$ cat config.mk
export PLATFORM = sky130hd
export DESIGN_NAME = mvm_feeder_flat
export DESIGN_NICKNAME = d
export VERILOG_FILES = /design/src/rtl/mvm_feeder_if.sv /design/src/rtl/mvm_feeder.sv /design/src/flat_wrapper.sv
export SDC_FILE = /design/constraint.sdc
export NUM_CORES = 1
export LEC_CHECK = 0
export CAP_MARGIN = 20
export CORE_MARGIN = 4
export CORE_UTILIZATION = 34
export CTS_BUF_LIST = sky130_fd_sc_hd__clkbuf_8
export DETAILED_ROUTE_END_ITERATION = 10
export HOLD_SLACK_MARGIN = 0.02
export SLEW_MARGIN = 20
export SYNTH_ARGS = -nofsm -noshare
export SYNTH_HDL_FRONTEND = slang
export SYNTH_SLANG_ARGS = --single-unit
$ cat constraint.sdc
create_clock -name clk -period 3.5 [get_ports clk]
set_input_delay 0.7 -clock clk [delete_from_list [all_inputs] [get_ports clk]]
set_output_delay 0.7 -clock clk [all_outputs]
set_load 0.1 [all_outputs]
$ cat src/rtl/mvm_feeder_if.sv
// rtl/mvm_feeder_if.sv - command, element stream and engine-side signals of the mvm feeder
//
// Purpose: bundles the handshake buses around mvm_feeder.
//   master : the environment side. It drives commands, stream elements and engine done,
//            and receives the ready signals and the engine pulses and data.
//   slave  : the feeder side, with the directions reversed.
// Signals:
//   cmd_valid/cmd_op/cmd_ready  command channel (op 00 load matrix, 01 load vector, 10 start)
//   s_valid/s_data/s_ready      element stream, row-major for the matrix
//   mvm_loadMatrix/mvm_loadVector/mvm_start  one-cycle pulses to the engine
//   mvm_data_in                 element burst to the engine
//   mvm_done                    engine completion pulse
interface mvm_feeder_if #(
  parameter int B = 8
);
  logic         cmd_valid;
  logic [1:0]   cmd_op;
  logic         cmd_ready;
  logic         s_valid;
  logic [B-1:0] s_data;
  logic         s_ready;
  logic         mvm_loadMatrix;
  logic         mvm_loadVector;
  logic         mvm_start;
  logic [B-1:0] mvm_data_in;
  logic         mvm_done;

  modport master (
    output cmd_valid, cmd_op, s_valid, s_data, mvm_done,
    input  cmd_ready, s_ready, mvm_loadMatrix, mvm_loadVector, mvm_start, mvm_data_in
  );

  modport slave (
    input  cmd_valid, cmd_op, s_valid, s_data, mvm_done,
    output cmd_ready, s_ready, mvm_loadMatrix, mvm_loadVector, mvm_start, mvm_data_in
  );
endinterface

$ cat src/rtl/mvm_feeder.sv
// rtl/mvm_feeder.sv - stages matrix/vector operands and sequences the mvm engine
//
// Purpose: accepts elements on a valid/ready stream into a K*K register buffer.
//   The operand is replayed to the engine as a gapless burst behind a single load
//   pulse. Start is issued as one pulse, after which the feeder waits for done plus
//   DRAIN cycles, so the engine never sees overlapping operations.
// Ports:
//   clk     rising-edge clock
//   reset   asynchronous, active-low reset
//   bus     mvm_feeder_if.slave: command, element stream, and engine pulses/data/done
//   busy    high in every state except IDLE
//   err_op  sticky flag, set when reserved op 11 is accepted
module mvm_feeder #(
  parameter int K     = 8,
  parameter int B     = 8,
  parameter int DRAIN = K + 2
) (
  input  logic         clk,
  input  logic         reset,
  mvm_feeder_if.slave  bus,
  output logic         busy,
  output logic         err_op
);

  localparam int NMAT = K * K;
  localparam int AW   = $clog2(NMAT);
  // One counter serves fill, burst and drain, so it must hold the larger of the two ranges.
  localparam int CW   = $clog2(((NMAT > DRAIN) ? NMAT : DRAIN) + 1);

  typedef enum logic [2:0] {
    S_IDLE,
    S_FILL,
    S_PULSE,
    S_BURST,
    S_GUARD,
    S_START,
    S_RUN,
    S_DRAIN
  } state_e;

  state_e         state_q, state_d;
  logic [CW-1:0]  cnt_q, cnt_d;
  logic [CW-1:0]  n_q, n_d;
  logic           is_vec_q, is_vec_d;
  logic           err_op_q, err_op_d;
  logic [B-1:0]   buf_q [NMAT];
  logic [B-1:0]   buf_d [NMAT];

  logic [AW-1:0]  idx;
  logic           cmd_fire;
  logic           s_fire;

  assign idx      = cnt_q[AW-1:0];
  assign cmd_fire = bus.cmd_valid && (state_q == S_IDLE);
  assign s_fire   = bus.s_valid && (state_q == S_FILL);

  // State register
  always_ff @(posedge clk or negedge reset) begin
    if (!reset) begin
      state_q  <= S_IDLE;
      cnt_q    <= '0;
      n_q      <= '0;
      is_vec_q <= 1'b0;
      err_op_q <= 1'b0;
    end else begin
      state_q  <= state_d;
      cnt_q    <= cnt_d;
      n_q      <= n_d;
      is_vec_q <= is_vec_d;
      err_op_q <= err_op_d;
    end
  end

  // Operand storage: contents are don't-care after reset, so the buffer has no reset.
  always_ff @(posedge clk) begin
    buf_q <= buf_d;
  end

  always_comb begin
    buf_d = buf_q;
    if (s_fire) begin
      buf_d[idx] = bus.s_data;
    end
  end

  // Next-state logic
  always_comb begin
    state_d  = state_q;
    cnt_d    = cnt_q;
    n_d      = n_q;
    is_vec_d = is_vec_q;
    err_op_d = err_op_q;
    unique case (state_q)
      S_IDLE: begin
        if (cmd_fire) begin
          unique case (bus.cmd_op)
            2'b00: begin
              state_d  = S_FILL;
              n_d      = CW'(NMAT);
              is_vec_d = 1'b0;
              cnt_d    = '0;
            end
            2'b01: begin
              state_d  = S_FILL;
              n_d      = CW'(K);
              is_vec_d = 1'b1;
              cnt_d    = '0;
            end
            2'b10:   state_d  = S_START;
            default: err_op_d = 1'b1;
          endcase
        end
      end
      S_FILL: begin
        if (s_fire) begin
          cnt_d = cnt_q + CW'(1);
          if (cnt_q == n_q - CW'(1)) begin
            state_d = S_PULSE;
          end
        end
      end
      S_PULSE: begin
        cnt_d   = '0;
        state_d = S_BURST;
      end
      S_BURST: begin
        cnt_d = cnt_q + CW'(1);
        if (cnt_q == n_q - CW'(1)) begin
          state_d = S_GUARD;
        end
      end
      S_GUARD: state_d = S_IDLE;
      S_START: state_d = S_RUN;
      S_RUN: begin
        if (bus.mvm_done) begin
          cnt_d   = '0;
          state_d = S_DRAIN;
        end
      end
      S_DRAIN: begin
        cnt_d = cnt_q + CW'(1);
        if (cnt_q == CW'(DRAIN - 1)) begin
          state_d = S_IDLE;
        end
      end
      default: state_d = S_IDLE;
    endcase
  end

  // Outputs depend only on state, so asserting reset clears them immediately.
  // cmd_ready is additionally gated by reset so that it stays low while reset is held.
  always_comb begin
    bus.cmd_ready      = (state_q == S_IDLE) && reset;
    bus.s_ready        = (state_q == S_FILL);
    bus.mvm_loadMatrix = (state_q == S_PULSE) && !is_vec_q;
    bus.mvm_loadVector = (state_q == S_PULSE) && is_vec_q;
    bus.mvm_start      = (state_q == S_START);
    bus.mvm_data_in    = (state_q == S_BURST) ? buf_q[idx] : '0;
    busy               = (state_q != S_IDLE);
    err_op             = err_op_q;
  end

endmodule

$ cat src/flat_wrapper.sv
// flat-port wrapper written by rule: the top's interface ports become plain ports
module mvm_feeder_flat 
#(
  parameter int K     = 8,
  parameter int B     = 8,
  parameter int DRAIN = K + 2
)
  (clk, reset, busy, err_op, bus_cmd_valid, bus_cmd_op, bus_s_valid, bus_s_data, bus_mvm_done, bus_cmd_ready, bus_s_ready, bus_mvm_loadMatrix, bus_mvm_loadVector, bus_mvm_start, bus_mvm_data_in);
  mvm_feeder_if #(.B(B)) bus_i ();
  input  logic clk;
  input  logic reset;
  output logic busy;
  output logic err_op;
  input wire logic [$bits(bus_i.cmd_valid)-1:0] bus_cmd_valid;
  input wire logic [$bits(bus_i.cmd_op)-1:0] bus_cmd_op;
  input wire logic [$bits(bus_i.s_valid)-1:0] bus_s_valid;
  input wire logic [$bits(bus_i.s_data)-1:0] bus_s_data;
  input wire logic [$bits(bus_i.mvm_done)-1:0] bus_mvm_done;
  output wire logic [$bits(bus_i.cmd_ready)-1:0] bus_cmd_ready;
  output wire logic [$bits(bus_i.s_ready)-1:0] bus_s_ready;
  output wire logic [$bits(bus_i.mvm_loadMatrix)-1:0] bus_mvm_loadMatrix;
  output wire logic [$bits(bus_i.mvm_loadVector)-1:0] bus_mvm_loadVector;
  output wire logic [$bits(bus_i.mvm_start)-1:0] bus_mvm_start;
  output wire logic [$bits(bus_i.mvm_data_in)-1:0] bus_mvm_data_in;
  assign bus_i.cmd_valid = bus_cmd_valid;
  assign bus_i.cmd_op = bus_cmd_op;
  assign bus_i.s_valid = bus_s_valid;
  assign bus_i.s_data = bus_s_data;
  assign bus_i.mvm_done = bus_mvm_done;
  assign bus_cmd_ready = bus_i.cmd_ready;
  assign bus_s_ready = bus_i.s_ready;
  assign bus_mvm_loadMatrix = bus_i.mvm_loadMatrix;
  assign bus_mvm_loadVector = bus_i.mvm_loadVector;
  assign bus_mvm_start = bus_i.mvm_start;
  assign bus_mvm_data_in = bus_i.mvm_data_in;
  mvm_feeder #(.K(K), .B(B), .DRAIN(DRAIN)) u_core (.clk(clk), .reset(reset), .bus(bus_i), .busy(busy), .err_op(err_op));
endmodule
== Yosys cells after proc, flatten, opt, wreduce, memory -nomap -nowiden ==
Cells that the tools add are included.
Operators by class
  add/subtract/negate cells: 2
  order comparisons: 2
  equality and inequality tests: 19
  mux-type cells: 22
  bitwise operators: 2
  reductions and logical operators: 19
Operator list (number)
  $bwmux W512: 1
  $bmux W8 S6: 1
  $demux W8 S6: 1
  $pmux W7 S5: 1
  $mux W8: 4
  $mux W7: 4
  $pmux W3 S8: 1
  $mux W3: 6
  $pmux W7 S2: 1
  $eq A3 B3 Y1 const B: 4
  $ne A2 B1 Y1 const B: 5
  $add A7 B1 Y7 const B: 1
  $eq A7 B4 Y1 const B: 1
  $eq A7 B7 Y1: 1
  $ge A7 B7 Y1 const B: 1
  $lt A7 B1 Y1 const B: 1
  $not A6 Y7: 1
  $reduce_and A7 Y1: 1
  $sub A7 B1 Y7 const B: 1
  $eq A3 B2 Y1 const B: 2
  $logic_and A1 B1 Y1: 6
  $pmux W3 S2: 1
  $reduce_and A3 Y1: 2
  $reduce_and A5 Y1: 1
  other kinds (15): 17
Storage, ports and cells
  flip-flop bits (word level): 531
  input bits: 15
  output and inout bits: 15
  logic and storage cells: 135

== Longest topological paths before layout ==
  depth in word-level cells: 6
  gate-level depth with buffers: 11
  gate-level depth less buffers: 7

== Least setup slack after synthesis ==
No wires, ideal clock.
  kind: register to output
  from: reg u_core.state_q[0]
  to: out bus_mvm_loadVector
  arrival: 3.931 ns
  required time: 2.800 ns
  path slack: -1.131 ns
  stages on the path, launching flop included: 4
  path buffers: 2
  cell sequence: dfrtp_1 > clkbuf_1 > clkbuf_1 > nor4b_1
Between the ends
  word-level cells in the longest chain between the ends: 2
RTL lines
  from (decl): line mvm_feeder.sv:41  | state_e state_q, state_d;
  from (signal assigned): line mvm_feeder.sv:66  | state_q <= state_d;
  $eq A3 B2 Y1: line mvm_feeder.sv:156  | bus.mvm_loadVector = (state_q == S_PULSE) && is_vec_q;
  $logic_and A1 B1 Y1: line mvm_feeder.sv:156
  to (decl): line flat_wrapper.sv:22  | output wire logic [$bits(bus_i.mvm_loadVector)-1:0] bus_mvm_loadVector;
Every way passes these cells.

== Worst setup path after layout ==
  from: reg u_core.cnt_q[2]
  to: out bus_mvm_data_in[6]
Between the ends
  word-level cells in the longest chain between the ends: 5
RTL lines
  from (decl): line mvm_feeder.sv:42  | logic [CW-1:0] cnt_q, cnt_d;
  from (signal assigned): line mvm_feeder.sv:67  | cnt_q <= cnt_d;
  $not A6 Y7 (implied by the code): line mvm_feeder.sv:158  | bus.mvm_data_in = (state_q == S_BURST) ? buf_q[idx] : '0;
  $bmux W8 S6: line mvm_feeder.sv:158
  $mux W8 (implied by the code) (2 in a row): line mvm_feeder.sv:158
  $mux W8: line mvm_feeder.sv:158
  to (decl): line flat_wrapper.sv:24  | output wire logic [$bits(bus_i.mvm_data_in)-1:0] bus_mvm_data_in;
Every way passes these cells. The select of a mux whose other input is x is not followed.

==> impl_metrics.toml <==
[outcome]
status = "complete, but fails checks"
violations = "setup timing"

[setup_path]
crit_arrival_ns = 3.11
r2r_slack_ns = 0.55
r2r-start = "u_core.state_q[2]"
cp_max_fo = 11
crit_top_cell = "buf_4"
r2r_end = "u_core.buf_q[451]"
cp_top_family = "compound AO/OA/AOI/OAI gates"
endpoint_kind = "output port"
cp_data_required_time_ns = 2.80
worstPathCellList = "buf_6 -> buf_4 -> mux2i_1 -> a211o_1 -> a21oi_2 -> a2111oi_2 -> buf_4 -> a31oi_4 -> buf_12"
max_stage_delay_ns = 0.57
crit_buf_inv = 4
cp_slowest_cell = "dfrtp_4"
startpoint_type = "register"
ff2ff_path_depth = 5
criticalPathCategory = "register to output port"

[run]
cap_violations = 0

[power]
p_per_area_nw_per_um2 = 641
p_seq_share_pct = 42.1
power_switching_share_pct = 32.7
power.internal_mw = 11.3
power_mw = 16.8
pwr-share-comb_pct = 29.9
pwr-share-clk_pct = 28.1
peakVddDrop_mv = 0.345
p_leak_nw = 8.65
p_switching_mw = 5.51

[logic_synthesis]
syn_area_um2 = 20900
syn_inst = 1264
async_flop_share_pct = 2.48
ys_warn_count = 0
synth_edf_count = 512
synth_seq_area_share_pct = 75.0
synth.avg_cell_area_um2 = 16.6
synth-seq-cells = 525
syn_nets = 1281
synthFlopType = "edfxtp_1"
synth.distinct_cells = 69

[cells_and_area]
fin_nets = 1538
fillers = 5269
multi_input_area_um2 = 5540
layout_common_cells = "edfxtp_1 (512), buf_4 (186), nor2_1 (95)"
layout_commonest_cell = "edfxtp_1"
area_growth_pct = 25.4
seq_area_um2 = 15700
antenna_cells = 0
drive_above_1_share_pct = 33.0

[detailed_routing]
remaining_drc_errors = 0
drt_iter0_markers = 1825
routedWlPerCell_um = 26.9
ant_nets = 0
via_per_inst = 5.68
via_count = 13400
detailedRoute.firstPassIterationCount = 6
routed_wl_um = 63800

[placed_design]
gp_congestion = 0.914
pre_cts_ws_ns = 0.0292
io_buffers = 29
dp_hpwl_um = 40300

[clock_network]
clk_latency_ns = 0.67
cts-root-buf = "clkbuf_8"
hold_buffers = 0
clk_pin_slew_ns = 0.06
numCtsBuffers = 86
cts_tree = "yes"
cts_sinks = 525
h-tree-depth = 3
cts_buffer_depth = 3

[sta]
worst_slack_ns = -0.315
slew_headroom_pct = 34.1
finalCritPeriodShare_pct = 109
worst-slew-pin-transition_ns = 0.988
finalHoldViolCount = 0
slew_violations = 0
fmax_mhz = 262
rsz0062_at_grt = "true"
period_minus_slack_ns = 3.81
finClkSkew_ns = 0.0357
setup_viol = 8

[grt]
antenna_found_initial = 0
grt_pass1_wl_um = 91400
grt_usage_pct = 18.8
grt_overflow = 0
first_global_vias = 13300
grt_max_degree = 65

[floorplan]
die_x_um = 256
core_area_um2 = 60700
num_io_pins = 30
die_area_um2 = 65600
num_rows = 90
start_util_pct = 34.5
dieHeight_um = 256

[min_path]
hp-class = "primary input to asynchronous set/reset pin"
power by group through the flow:
stage	Sequential [mW]	Combinational, mW	Clock [mW]
after global routing	7.09	5.20	5.13
final	7.08	5.03	4.73
after global placement	7.23	4.05	0
after floorplan	7.19	2.41	0
after CTS	7.08	4.76	4.82
after detailed placement	7.23	4.06	0
cell type report:
type | count | area share (%)
timing repair buffer | 259 | 9.52
sequential | 525 | 59.8
tap | 782 | 3.73
clock inverter | 62 | 0.963
inverter | 8 | 0.129
multi-input combinational | 641 | 21.1
clock buffer | 90 | 4.72
kinds of logic (layout without fill, tap and decap cells):
| family | Yosys count | after routing | share of synthesized area, % |
|---|---|---|---|
| compound gates | 319 | 319 | 11.3 |
| xor+xnor | 3 | 3 | 0.126 |
| fa+ha+maj | 2 | 2 | 0.119 |
| buf+inv | 98 | 419 | 2.42 |
| flops | 525 | 525 | 75.0 |
| mux | 109 | 109 | 6.25 |
| simple gates | 208 | 208 | 4.79 |
Yosys cell counts (all sizes together), types with 4 or more instances:
master  count  area share [%]
edfxtp    512              73
nor2      101             1.8
mux2i      67             3.2
buf        60             1.7
a221oi     55             2.3
a22oi      54             1.9
a21oi      36            0.86
o21ai      33            0.79
a22o       31             1.3
clkbuf     30            0.54
mux2       28             1.5
nand2      28            0.50
o22ai      23            0.69
a31oi      18            0.54
nor3       15            0.38
mux4       14             1.5
nand3      14            0.36
dfrtp      13             1.6
a221o      11            0.53
and2        8            0.24
nor2b       8            0.24
a211oi      7            0.25
inv         7            0.13
o22a        7            0.29
a21o        6            0.22
and3        6            0.18
nor3b       6            0.31
o211ai      6            0.22
nand2b      5            0.15
o221ai      4            0.17
flip-flops by register name (all words and copies together), names as in the netlist:
signal          count
u_core.state_q      3
u_core.err_op       1
u_core.buf_q      512
u_core.cnt_q        7
u_core.n_q          2
repair_timing:
action / 4_1_cts / 5_1_grt
resized for setup: 156 / 57
endpoints found under the setup margin: 8 / 8
pin swaps: 26 / 30
cloned: 2 / 3
setup buffers: 27 / 7
routing by layer:
| layer | routed length, um | track usage, % | up-vias |
|---|---|---|---|
| met3 | 6340 | 4.99 | 150 |
| met4 | 2230 | 6.63 | 0 |
| li1 | - | - | 5677 |
| met1 | 26400 | 25.9 | 6853 |
| met5 | 0 | 0 | - |
| met2 | 28800 | 28.8 | 765 |
metrics by stage:
stage	instances	util (%)	cell area (um^2)	TNS, ns	hold slack (ns)
3_5_place_dp	2178	38.6	23400	0	0.461
6_report	2367	43.3	26300	-2.11	0.358
3_3_place_gp	2178	38.6	23400	0	0.467
4_1_cts	2358	42.7	25900	-2.40	0.324
2_1_floorplan	1264	-	21000	0	0.404
5_1_grt	2367	43.3	26300	-2.71	0.356
how the worst max path moves through the flow:
stage	start	slack, ns	cells after the start	to
after floorplan	u_core.cnt_q[0]	0.24	7	bus_mvm_data_in[2]
after global placement	u_core.cnt_q[2]	0.02	10	bus_mvm_data_in[6]
after detailed placement	u_core.cnt_q[2]	0.03	10	bus_mvm_data_in[6]
after CTS	u_core.cnt_q[1]	-0.35	9	bus_mvm_data_in[2]
after global routing	u_core.cnt_q[2]	-0.38	9	bus_mvm_data_in[6]
final	u_core.cnt_q[2]	-0.31	9	bus_mvm_data_in[6]
Power figures use the tool's default switching activity.
==> variant (same settings) <==
Put a register stage on the output `err_op`, cleared by the reset. The value now appears one clock later. The other outputs are not delayed to match.
--- a/src/rtl/mvm_feeder.sv
+++ b/src/rtl/mvm_feeder.sv
@@ -37,6 +37,8 @@
     S_RUN,
     S_DRAIN
   } state_e;
+
+  logic err_op_c;
 
   state_e         state_q, state_d;
   logic [CW-1:0]  cnt_q, cnt_d;
@@ -157,7 +159,15 @@
     bus.mvm_start      = (state_q == S_START);
     bus.mvm_data_in    = (state_q == S_BURST) ? buf_q[idx] : '0;
     busy               = (state_q != S_IDLE);
-    err_op             = err_op_q;
+    err_op_c           = err_op_q;
+  end
+
+  always_ff @(posedge clk or negedge reset) begin
+    if (!reset) begin
+      err_op <= '0;
+    end else begin
+      err_op <= err_op_c;
+    end
   end
 
 endmodule
Function: changed (a bounded check fails within 4 cycles, from zero or initial values and one cycle with reset low).
==> variant against the original RTL <==
- the run still ends with negative setup slack left
- via count increased by 2.8%
- total power grew 9.3%
- count of clock-buffer cells in the layout is 5 lower
- sequential cell count up 1
- setup slack lost 38 ps
- routed wire length increased by 5.3%
- final area increased by 1.5%
- synthesized area is 0.11% lower
- cell count is 0.97% higher
==> variant: results <==
export IMPL_critPathArrivalTime_ps=3150
export IMPL_clk_pin_slew_ps=70
export IMPL_grt_max_degree=65
export IMPL_synth_cell_types=64
export IMPL_synth_top_cells_by_count="512 x edfxtp_1, 97 x nor2_1, 83 x a221oi_1"
export IMPL_ys_seq_area_frac=0.752
export IMPL_grt_pass1_wl_um=96400
export IMPL_vdd_drop_max_mv=0.283
export IMPL_crit_path_max_incr_delay_ps=550
export IMPL_biggestRegsByFlops="u_core.buf_q (512), u_core.cnt_q (7), u_core.state_q (3)"
export IMPL_synth_top_cell_by_area="edfxtp_1"
export IMPL_violations="negative setup slack"
export IMPL_clockRootBuffer="clkbuf_8"
export IMPL_swShare=0.348
export IMPL_numCtsBuffers=84
export IMPL_clk_latency_ps=680
export IMPL_yosysWarnings=0
export IMPL_status="complete, but fails checks"
export IMPL_drt_iter0_drc=1785
export IMPL_post_dp_hpwl_um=42100
export IMPL_gp_congestion=0.918
export IMPL_synthArstFlopShare=0.0266
export IMPL_drive_gt1_frac=0.350
export IMPL_crit_fanout=7
export IMPL_timing_slew_headroom=0.290
export IMPL_synthesis_nets=1295
export IMPL_setup_viol=8
export IMPL_wl_per_cell_um=28.1
export IMPL_antenna_found_initial=1
export IMPL_dpl_worst_slack_ps=-23.7
export IMPL_clock_skew_ps=31.6
export IMPL_synth_edff_count=512
export IMPL_place_area_mm2=0.0235
export IMPL_drt_pass1_iter_count=5
export IMPL_final_nets=1560
export IMPL_synthTopCellsByArea="edfxtp_1 74%, a221oi_1 3.5%, mux2i_1 2.9%, a22oi_1 2.5%, nor2_1 1.7%"
export IMPL_cellLeakagePower_nw=8.75
export IMPL_grt_util_all_layers=0.198
export IMPL_min_path_type="in -> reg"
export IMPL_fin_ws_ps=-352
export IMPL_vias=13800
export IMPL_crit_slowest_cell="dfrtp_4"
export IMPL_io_buffer_count=29
export IMPL_maxCapViolations=0
export IMPL_num_antenna_cells=0
==> variant: cell types whose count changed in the layout (fill, tap and decap cells not counted), sizes merged, moves of 11 or more <==
cell	before	now
a221oi	55	86
buf	249	271
a22o	31	14
a21oi	36	21
a22oi	54	69
nor3	15	27
a221o	11	0
==> variant: power by group through the flow <==
stage / logic (W) / clock network (W) / registers, W
final: 0.00649 / 0.00482 / 0.00710
after global routing: 0.00670 / 0.00519 / 0.00710
after CTS: 0.00596 / 0.00489 / 0.00709
after detailed placement: 0.00495 / 0 / 0.00726
after global placement: 0.00495 / 0 / 0.00725
after floorplan: 0.00285 / 0 / 0.00721
==> variant: routing by layer <==
| metal | vias up | global-route usage | wire length [um] |
|---|---|---|---|
| li1 | 5762 | - | - |
| met1 | 7078 | 0.270 | 26900 |
| met2 | 840 | 0.308 | 30800 |
| met3 | 144 | 0.0538 | 7100 |
| met4 | 2 | 0.0707 | 2390 |
| met5 | - | 0 | 20 |
==> variant: final timing paths <==
path	slack, ps	cells after the start	end	start
min in group asynchronous	350	2	u_core.state_q[0]	reset
worst max-delay path	-350	10	bus_mvm_data_in[0]	u_core.cnt_q[1]
worst max register to register	800	5	u_core.buf_q[373]	u_core.state_q[2]
max in group asynchronous	2930	2	u_core.cnt_q[0]	reset
worst min register to register	390	0	u_core.err_op	u_core.err_op_c
worst min-delay path	260	1	u_core.buf_q[24]	bus_s_data[0]
==> variant: cell type report <==
cell class | instances | area (um2)
fill | 5278 | 33900
sequential | 526 | 15700
clock inverter | 66 | 335
tap | 782 | 978
multi-input combinational | 643 | 5550
inverter | 6 | 31.3
timing repair buffer | 282 | 2860
clock buffer | 85 | 1170
==> variant: kinds of logic after synthesis <==
kind of cell	after synthesis	share of synthesized area
adders and majority gates	2	0.00120
buffers and inverters	109	0.0279
DFF	526	0.752
and+or+nand+nor	223	0.0495
muxes	91	0.0519
AOI/OAI and AO/OA	324	0.116
xor gates and xnor gates	3	0.00126
==> variant: timing repair <==
action,4_1_cts,5_1_grt
buffers inserted,24,32
gates resized for setup,152,58
hold buffers,0,0
endpoints found under the setup margin,8,8
pin swaps,41,33
gates cloned,6,1
==> variant: stage by stage <==
step,cells,TNS [ps],power (W)
after global placement,2177,0,0.0122
final,2390,-2310,0.0184
after global routing,2390,-2750,0.0190
after CTS,2357,-1870,0.0179
after floorplan,1278,0,0.0101
after detailed placement,2177,-23.7,0.0122
